`src/rtl/dcache_ctrl_pkg.sv`:
```
// Shared types and constants for the data-cache sequencing controller.
// Provides the FSM state type, the byte-address field layout of the
// 2-way / 512-set / 64-bit-block cache, and the default memory latency.
package dcache_ctrl_pkg;

    typedef enum logic [2:0] {
        StIdle,
        StLookup,
        StRefill,
        StSettle,
        StWrite
    } state_e;

    // Byte-address fields: tag | index (512 sets) | offset within 8-byte block.
    localparam int unsigned TagMsb         = 31;
    localparam int unsigned TagLsb         = 12;
    localparam int unsigned IndexMsb       = 11;
    localparam int unsigned IndexLsb       = 3;
    localparam int unsigned OffsetMsb      = 2;
    localparam int unsigned BlockAlignBits = OffsetMsb + 1;

    localparam int unsigned DefaultMemLatency = 8;

    // Clear the block offset so memory returns the whole 64-bit line.
    function automatic logic [31:0] block_align(input logic [31:0] a);
        return {a[TagMsb:TagLsb], a[IndexMsb:IndexLsb], {BlockAlignBits{1'b0}}};
    endfunction

endpackage

```
`src/rtl/dcache_ctrl_latency_counter.sv`:
```
// Loadable down-counter used to time main-memory accesses.
// Ports: clk, rst (sync, active-high), load/load_val (load has priority),
//        en (decrement, saturating at zero), zero (count == 0).
module latency_counter #(
    parameter int unsigned CNT_WIDTH = 4
) (
    input  logic                 clk,
    input  logic                 rst,
    input  logic                 load,
    input  logic [CNT_WIDTH-1:0] load_val,
    input  logic                 en,
    output logic                 zero
);

    logic [CNT_WIDTH-1:0] cnt_q, cnt_d;

    always_comb begin
        cnt_d = cnt_q;
        if (load) begin
            cnt_d = load_val;
        end else if (en && (cnt_q != '0)) begin
            cnt_d = cnt_q - 1'b1;
        end
    end

    always_ff @(posedge clk) begin
        if (rst) begin
            cnt_q <= '0;
        end else begin
            cnt_q <= cnt_d;
        end
    end

    assign zero = (cnt_q == '0);

endmodule

```
`src/rtl/dcache_ctrl.sv`:
```
// Sequencing controller for the 2-way set-associative data cache.
// Turns MEM-stage load/store requests plus the cache's registered hit/miss
// result into pipeline stalls, block-read refills and write-through stores.
// Ports:
//   clk, rst            clock, synchronous active-high reset
//   rd_req, wr_req      load / store in MEM stage (sampled only when idle)
//   addr, wdata         byte address and store data
//   hit_miss            cache lookup result, valid in the cycle after rd_req
//   stall               pipeline freeze (Mealy in the lookup cycle)
//   countdone           one-cycle refill-complete pulse to the cache
//   mem_rd, mem_wr      memory block-read / word-write strobes
//   mem_addr, mem_wdata memory address and write-through data
//   busy                controller not idle
module dcache_ctrl
    import dcache_ctrl_pkg::*;
#(
    parameter int unsigned MEM_LATENCY = DefaultMemLatency,
    parameter int unsigned CNT_WIDTH   = 4,
    parameter int unsigned ADDR_WIDTH  = 32
) (
    input  logic                  clk,
    input  logic                  rst,
    input  logic                  rd_req,
    input  logic                  wr_req,
    input  logic [ADDR_WIDTH-1:0] addr,
    input  logic [31:0]           wdata,
    input  logic                  hit_miss,
    output logic                  stall,
    output logic                  countdone,
    output logic                  mem_rd,
    output logic                  mem_wr,
    output logic [ADDR_WIDTH-1:0] mem_addr,
    output logic [31:0]           mem_wdata,
    output logic                  busy
);

    localparam logic [CNT_WIDTH-1:0] LoadVal = CNT_WIDTH'(MEM_LATENCY - 1);

    state_e                state_q, state_d;
    logic [ADDR_WIDTH-1:0] req_addr_q, req_addr_d;
    logic [31:0]           wdata_q, wdata_d;
    logic [ADDR_WIDTH-1:0] mem_addr_q;
    logic                  cnt_load, cnt_en, cnt_zero;

    latency_counter #(
        .CNT_WIDTH(CNT_WIDTH)
    ) u_latency_counter (
        .clk     (clk),
        .rst     (rst),
        .load    (cnt_load),
        .load_val(LoadVal),
        .en      (cnt_en),
        .zero    (cnt_zero)
    );

    always_comb begin
        state_d    = state_q;
        req_addr_d = req_addr_q;
        wdata_d    = wdata_q;
        stall      = 1'b0;
        countdone  = 1'b0;
        mem_rd     = 1'b0;
        mem_wr     = 1'b0;
        cnt_load   = 1'b0;
        cnt_en     = 1'b0;
        // Address is held at its last driven value when not accessing memory.
        mem_addr   = mem_addr_q;

        unique case (state_q)
            StIdle: begin
                // A store wins over a simultaneous load; the load is dropped.
                if (wr_req) begin
                    req_addr_d = addr;
                    wdata_d    = wdata;
                    cnt_load   = 1'b1;
                    state_d    = StWrite;
                end else if (rd_req) begin
                    req_addr_d = addr;
                    state_d    = StLookup;
                end
            end
            StLookup: begin
                if (hit_miss) begin
                    state_d = StIdle;
                end else begin
                    stall    = 1'b1;
                    cnt_load = 1'b1;
                    state_d  = StRefill;
                end
            end
            StRefill: begin
                stall    = 1'b1;
                mem_rd   = 1'b1;
                mem_addr = block_align(req_addr_q);
                cnt_en   = 1'b1;
                if (cnt_zero) begin
                    countdone = 1'b1;
                    state_d   = StSettle;
                end
            end
            StSettle: begin
                // One extra stall so the cache's registered state shows the new line.
                stall   = 1'b1;
                state_d = StIdle;
            end
            StWrite: begin
                stall    = 1'b1;
                mem_wr   = 1'b1;
                mem_addr = req_addr_q;
                cnt_en   = 1'b1;
                if (cnt_zero) begin
                    state_d = StIdle;
                end
            end
            default: begin
                state_d = StIdle;
            end
        endcase
    end

    always_ff @(posedge clk) begin
        if (rst) begin
            state_q    <= StIdle;
            req_addr_q <= '0;
            wdata_q    <= '0;
            mem_addr_q <= '0;
        end else begin
            state_q    <= state_d;
            req_addr_q <= req_addr_d;
            wdata_q    <= wdata_d;
            mem_addr_q <= mem_addr;
        end
    end

    // Store data only changes on entry to a write, so the latch doubles as mem_wdata.
    assign mem_wdata = wdata_q;
    assign busy      = (state_q != StIdle);

endmodule

```
`config.mk`:
```
export PLATFORM = sky130hd
export DESIGN_NAME = dcache_ctrl
export DESIGN_NICKNAME = d
export VERILOG_FILES = /design/src/rtl/dcache_ctrl_pkg.sv /design/src/rtl/dcache_ctrl_latency_counter.sv /design/src/rtl/dcache_ctrl.sv
export SDC_FILE = /design/constraint.sdc
export NUM_CORES = 1
export LEC_CHECK = 0
export BUFFER_PORTS_ARGS = -buffer_cell sky130_fd_sc_hd__buf_2
export CORE_AREA = 2 2 96 98
export CTS_CLUSTER_DIAMETER = 80
export DETAILED_ROUTE_END_ITERATION = 6
export DIE_AREA = 0 0 98 100
export PLACE_DENSITY = 0.76
export SETUP_SLACK_MARGIN = 0.3
export SYNTH_ARGS = -nofsm -noshare
export SYNTH_HDL_FRONTEND = slang
export SYNTH_SLANG_ARGS = --single-unit
```
`constraint.sdc`:
```
create_clock -name clk -period 3.6 [get_ports clk]
set_clock_uncertainty 0.05 [all_clocks]
set_input_delay 0 -clock clk [delete_from_list [all_inputs] [get_ports clk]]
set_output_delay 0 -clock clk [all_outputs]
set_load 0.01 [all_outputs]
```
==> results of run 1 <==
[Yosys cell counts]
master,number
nand2_1,130
dfxtp_1,103
a21oi_1,67
nor2b_1,33
mux2_1,29
clkbuf_1,18
buf_2,11
nor3_1,8
a22o_1,6
inv_1,5
nor2_1,5
a211oi_1,3
nand2b_1,3
a311oi_1,2
and2_1,2
o21a_1,2
buf_1,1
ha_1,1
mux2i_1,1
nor3b_1,1
o21ai_0,1
o21ai_1,1
o21bai_1,1
or2_1,1
or3_1,1
or3b_1,1
xnor2_1,1
[critical path, cell delays in order (launching register included)]
cell	delay (ps)
dfxtp_1	590
xnor2_1	230
nor2_4	740
mux2_1	420
buf_2	150
[metal layers]
metal  track usage, %  routed length (µm)
met5                0                   0
met4            7.585                 166
met3            4.944                 637
met2            36.62                4830
met1            24.00                4368
[layout make-up]
type	instances	share of cell area, %
sequential	103	37.97
multi-input combinational	300	30.25
timing repair buffer	205	25.12
tap	111	2.558
clock buffer	9	2.281
clock inverter	7	1.475
inverter	5	0.3456
[worst max path at each step]
stage,slack (ps),cells after the start,from,to
floorplan,2020,5,state_q[2]$_SDFFE_PP0P_,mem_addr_q[11]$_SDFF_PP0_
global placement,1280,4,state_q[2]$_SDFFE_PP0P_,mem_wdata[21]$_SDFFE_PP0P_
detailed placement,1230,4,state_q[2]$_SDFFE_PP0P_,mem_wdata[21]$_SDFFE_PP0P_
CTS,1020,4,state_q[2]$_SDFFE_PP0P_,mem_addr[17]
global route,840,4,state_q[2]$_SDFFE_PP0P_,mem_addr[17]
finish,1060,4,state_q[2]$_SDFFE_PP0P_,mem_addr[28]
[state kept, by name, summed over array words and instances (netlist names)]
| register | flops |
|---|---|
| state_q | 3 |
| req_addr_q | 32 |
| u_latency_counter.cnt_q | 4 |
| mem_wdata | 32 |
| mem_addr_q | 32 |
[cell families (layout without fill, tap and decap cells)]
family                     after synthesis  count (layout)  share of synthesized area [%]
AOI/OAI and AO/OA                       83              83                          11.99
xor gates and xnor gates                 1               1                         0.2282
adders and majority gates                1               1                         0.3259
buffers and inverters                   35             226                          3.781
DFF                                    103             103                          53.72
muxes                                   30              30                          8.768
and+or+nand+nor                        185             185                          21.19
[per-stage QoR]
step	setup WS [ps]	util, %	instance area, µm²	hold WS [ps]	std cells
2_1_floorplan	2016	-	3839	85.96	438
3_3_place_gp	1282	51.36	4566	189.5	658
3_5_place_dp	1229	51.36	4566	197.1	658
4_1_cts	1025	61.08	5430	4.739	740
5_1_grt	840.2	61.08	5430	57.42	740
6_report	1057	61.08	5430	14.32	740
[power by group through the flow]
stage | registers, W | clock network (W) | logic, W
after floorplan | 0.00130 | 0 | 0.000282
after global placement | 0.00129 | 0 | 0.000432
final | 0.00127 | 0.000739 | 0.000500
after global routing | 0.00128 | 0.000802 | 0.000555
after CTS | 0.00127 | 0.000759 | 0.000499
after detailed placement | 0.00130 | 0 | 0.000442
==> impl_metrics.toml, run 1 <==
[detailed_routing]
vias = 3584
wl_per_cell_um = 13.52
first_pass_iters = 6
ant_nets = 0
remaining_drc_errors = 0
drt_iter0_drc = 113
drt-vias-per-instance = 4.843
drt_wl_total_um = 10000

[final_layout]
fillers = 770
final_common_cell = "buf_2"
seqCellArea_um2 = 2062
syn_to_final_growth_pct = 41.46
drive_gt1_share_pct = 24.96
multi_input_area_um2 = 1643
nets = 694
n_antenna_cell = 0
layout_common_cells = "136 x buf_2, 130 x nand2_1, 103 x dfxtp_1"

[synthesis]
synth_area_leaders = "dfxtp_1 54%, nand2_1 13%, a21oi_1 8.7%"
yosys_warnings = 0
yosysSeqAreaShare_pct = 53.72
netlist.top_cell.by_area = "dfxtp_1"
synth_area_per_cell_um2 = 8.764
yosys.area.top_type_share_pct = 53.72
synth_fp_nets = 508
synth-seq-cells = 103
synth_area_um2 = 3839
synth_cells = 438
synth_cell_type_count = 27

[sta]
worst_slew_pin_slew_ps = 1100
slew_headroom_pct = 26.64
tns_ps = 0
period_needed_ps = 2543
setup_viol = 0
final-hold-violation-count = 0
fmax_mhz = 393.2
finalCritPeriodShare_pct = 70.65
final_max_slew_viol_count = 0
rsz0062_at_grt = "no"

[pwr]
internal_power_w = 0.001783
netSwitchingPower_w = 0.0007297
seq_power_share_pct = 50.7
p_comb_share_pct = 19.9
p_clk_share_pct = 29.4
power_per_cell_area_nw_per_um2 = 462.7
finalPower_w = 0.002512
power.leakage_nw = 2.509
irDropWorstVdd_v = 0.0002329
netSwitchingFraction_pct = 29.04

[critical_path]
r2r_slack_ps = 1060
r2r-end = "mem_wdata[20]$_SDFFE_PP0P_"
reg2reg_from = "state_q[2]$_SDFFE_PP0P_"
critPathLaunchType = "register"
ff2ff_path_depth = 4
crit_path_max_fanout = 31
worstPathRequired_ps = 3550
cp-end-kind = "primary output"
crit_type = "register to primary output"
worstPathArrival_ps = 2490

[worst_hold_path]
hp-start = "rd_req"
worst_hold_path.endpoint = "state_q[0]$_SDFFE_PP0P_"
hp-class = "input pin to register"
hold_depth = 4

[clocking]
cts_tree = "yes"
cts_hold_buffers = 66
cts-root-buf = "clkbuf_8"
cts_buffer_depth = 2
cts_inserted_buffers = 9
post_cts_buffers = 0
cts.clk_slew.worst_paths_ps = 100
clock-sinks = 103
cts_repair_resize_count = 0
insertion_delay_ps = 350
htreeDepth = 3

[placement]
io_buffer_count = 137
hpwlAfterDp_um = 5717
place_congestion = 0.7272

[floorplan]
die_h_um = 100
rows = 35
initial_utilization_pct = 43.18
io-pin-count = 138
die_area_um2 = 9800
chipWidth_um = 98
coreArea_um2 = 8890

[run]
maxCapViolations = 0

[global_routing]
grt_overflow_total = 0
grt_max_degree = 104
grt_usage_pct = 20.52
grt_pass1_wl_um = 16370
grt_pass1_vias = 3551
antenna_found_initial = 0

[run_status]
status = "finished, final reports clean"
No activity file was read; power rests on OpenSTA's default activity.
==> run 2: changes to the inputs <==
==> constraint.sdc (replaced) <==
create_clock -name clk -period 2.4 [get_ports clk]
set_clock_uncertainty 0.05 [all_clocks]
set_input_delay 0 -clock clk [delete_from_list [all_inputs] [get_ports clk]]
set_output_delay 0 -clock clk [all_outputs]
set_load 0.01 [all_outputs]
==> impl_metrics.toml, run 2 (synthesis gave the netlist of run 1 again) <==
[critical_path]
worstPathArrival_ps = 1890
crit_end = "mem_addr[11]"
critPathLaunchType = "register"
r2r-end = "u_latency_counter.cnt_q[2]$_SDFFE_PP0P_"
crit_type = "register to primary output"
worstPathRequired_ps = 2350
ff2ff_path_depth = 4
r2r_slack_ps = 530
crit_path_start = "state_q[2]$_SDFFE_PP0P_"
crit_path_max_fanout = 31
cp-end-kind = "primary output"
reg2reg_from = "state_q[0]$_SDFFE_PP0P_"

[clocking]
cts_tree = "yes"
clock-sinks = 103
cts.clk_slew.worst_paths_ps = 100
cts_inserted_buffers = 9
cts-root-buf = "clkbuf_8"
cts_buffer_depth = 2
post_cts_buffers = 0
insertion_delay_ps = 360
htreeDepth = 3

[sta]
hold_slack_ps = 20.78
final_max_slew_viol_count = 0
period_needed_ps = 1937
fmax_mhz = 516.3
final-hold-violation-count = 0
tns_ps = 0
worst_slew_pin_slew_ps = 693.8
finalCritPeriodShare_pct = 80.71
slew_headroom_pct = 53.47
setup_viol = 0
setup_ws_ps = 463.1
rsz0062_at_grt = "no"

[global_routing]
grt_usage_pct = 20.77
grt_pass1_wl_um = 16700
grt_overflow_total = 0
grt_pass1_vias = 3786
antenna_found_initial = 0
grt_max_degree = 65

[final_layout]
layout_common_cells = "136 x buf_2, 130 x nand2_1, 101 x dfxtp_1"
fillers = 752
syn_to_final_growth_pct = 42.63
fin_cells = 746
final_common_cell = "buf_2"
n_antenna_cell = 0
nets = 700
drive_gt1_share_pct = 25.98
utilization_pct = 61.59

[detailed_routing]
highest_layer = "met4"
drt_iter0_drc = 72
vias = 3607
first_pass_iters = 4
drt_wl_total_um = 10220
drt-vias-per-instance = 4.835
remaining_drc_errors = 0
route.met3.wl_um = 731
ant_nets = 0
wl_met2_um = 4937
wl_per_cell_um = 13.70
m1WireLength_um = 4314

[placement]
hpwlAfterDp_um = 5861
io_buffer_count = 137
place_ws_ps = 523.3
dp_cells = 664
place_congestion = 0.7385

[pwr]
power_per_cell_area_nw_per_um2 = 679.8
irDropWorstVdd_v = 0.0003111
power.leakage_nw = 2.539

[floorplan]
io-pin-count = 138
rows = 35
die_h_um = 100
initial_utilization_pct = 43.18
die_area_um2 = 9800
chipWidth_um = 98
coreArea_um2 = 8890

[run]
maxCapViolations = 0

[worst_hold_path]
hp-class = "input pin to register"

[run_status]
status = "finished, final reports clean"
run 2: what timing repair did:
item / in CTS / in global routing
cloned: 0 / 0
resized for setup: 1 / 1
hold buffers: 66 / 0
setup endpoints to repair: 21 / 32
hold endpoints to repair: 66 / 0
run 2: report_power, final:
part,switching [W],leakage [nW],total [W],internal (W)
clock,0.000610,0.0992,0.00103,0.000423
sequential,0.0000699,0.844,0.00191,0.00184
combinational,0.000420,1.60,0.000779,0.000359
total,0.00110,2.54,0.00372,0.00262
run 2: critical path, stage by stage (launching register included):
cell,delay [ps]
dfxtp_2,400
xnor2_1,370
nor2_4,60
buf_12,180
mux2_1,350
buf_2,150
run 2: how the worst min path moves through the flow:
stage | start | end | slack (ps) | cells after the start
after floorplan | addr[10] | req_addr_q[10]$_SDFFE_PP0P_ | 90 | 2
after CTS | rd_req | state_q[0]$_SDFFE_PP0P_ | 5 | 4
after global placement | wdata[30] | mem_wdata[30]$_SDFFE_PP0P_ | 190 | 3
after global routing | rd_req | state_q[0]$_SDFFE_PP0P_ | 30 | 4
final | rd_req | state_q[0]$_SDFFE_PP0P_ | 20 | 4
after detailed placement | wdata[24] | mem_wdata[24]$_SDFFE_PP0P_ | 200 | 3
run 2: final cells by class:
cell class | count | area [µm²] | share of cell area [%]
clock buffers | 10 | 137.6 | 2.514
clock inverters | 6 | 51.30 | 0.9369
inverters | 5 | 18.77 | 0.3428
multi-input cells | 300 | 1643 | 30.00
flip-flops and latches | 103 | 2064 | 37.71
well taps | 111 | 138.9 | 2.537
repair buffers | 211 | 1421 | 25.96
run 2: metal layers:
| metal | vias up | global-route usage [%] |
|---|---|---|
| met1 | 1646 | 23.21 |
| met2 | 119 | 36.88 |
| li1 | 1821 | - |
| met5 | - | 0 |
| met4 | 0 | 8.974 |
| met3 | 21 | 6.128 |
run 2: metrics by stage:
stage	power [W]	area (µm²)
after floorplan	0.002369	3839
after global placement	0.002612	4623
after detailed placement	0.002635	4623
after CTS	0.003752	5474
after global routing	0.003913	5475
final	0.003722	5475
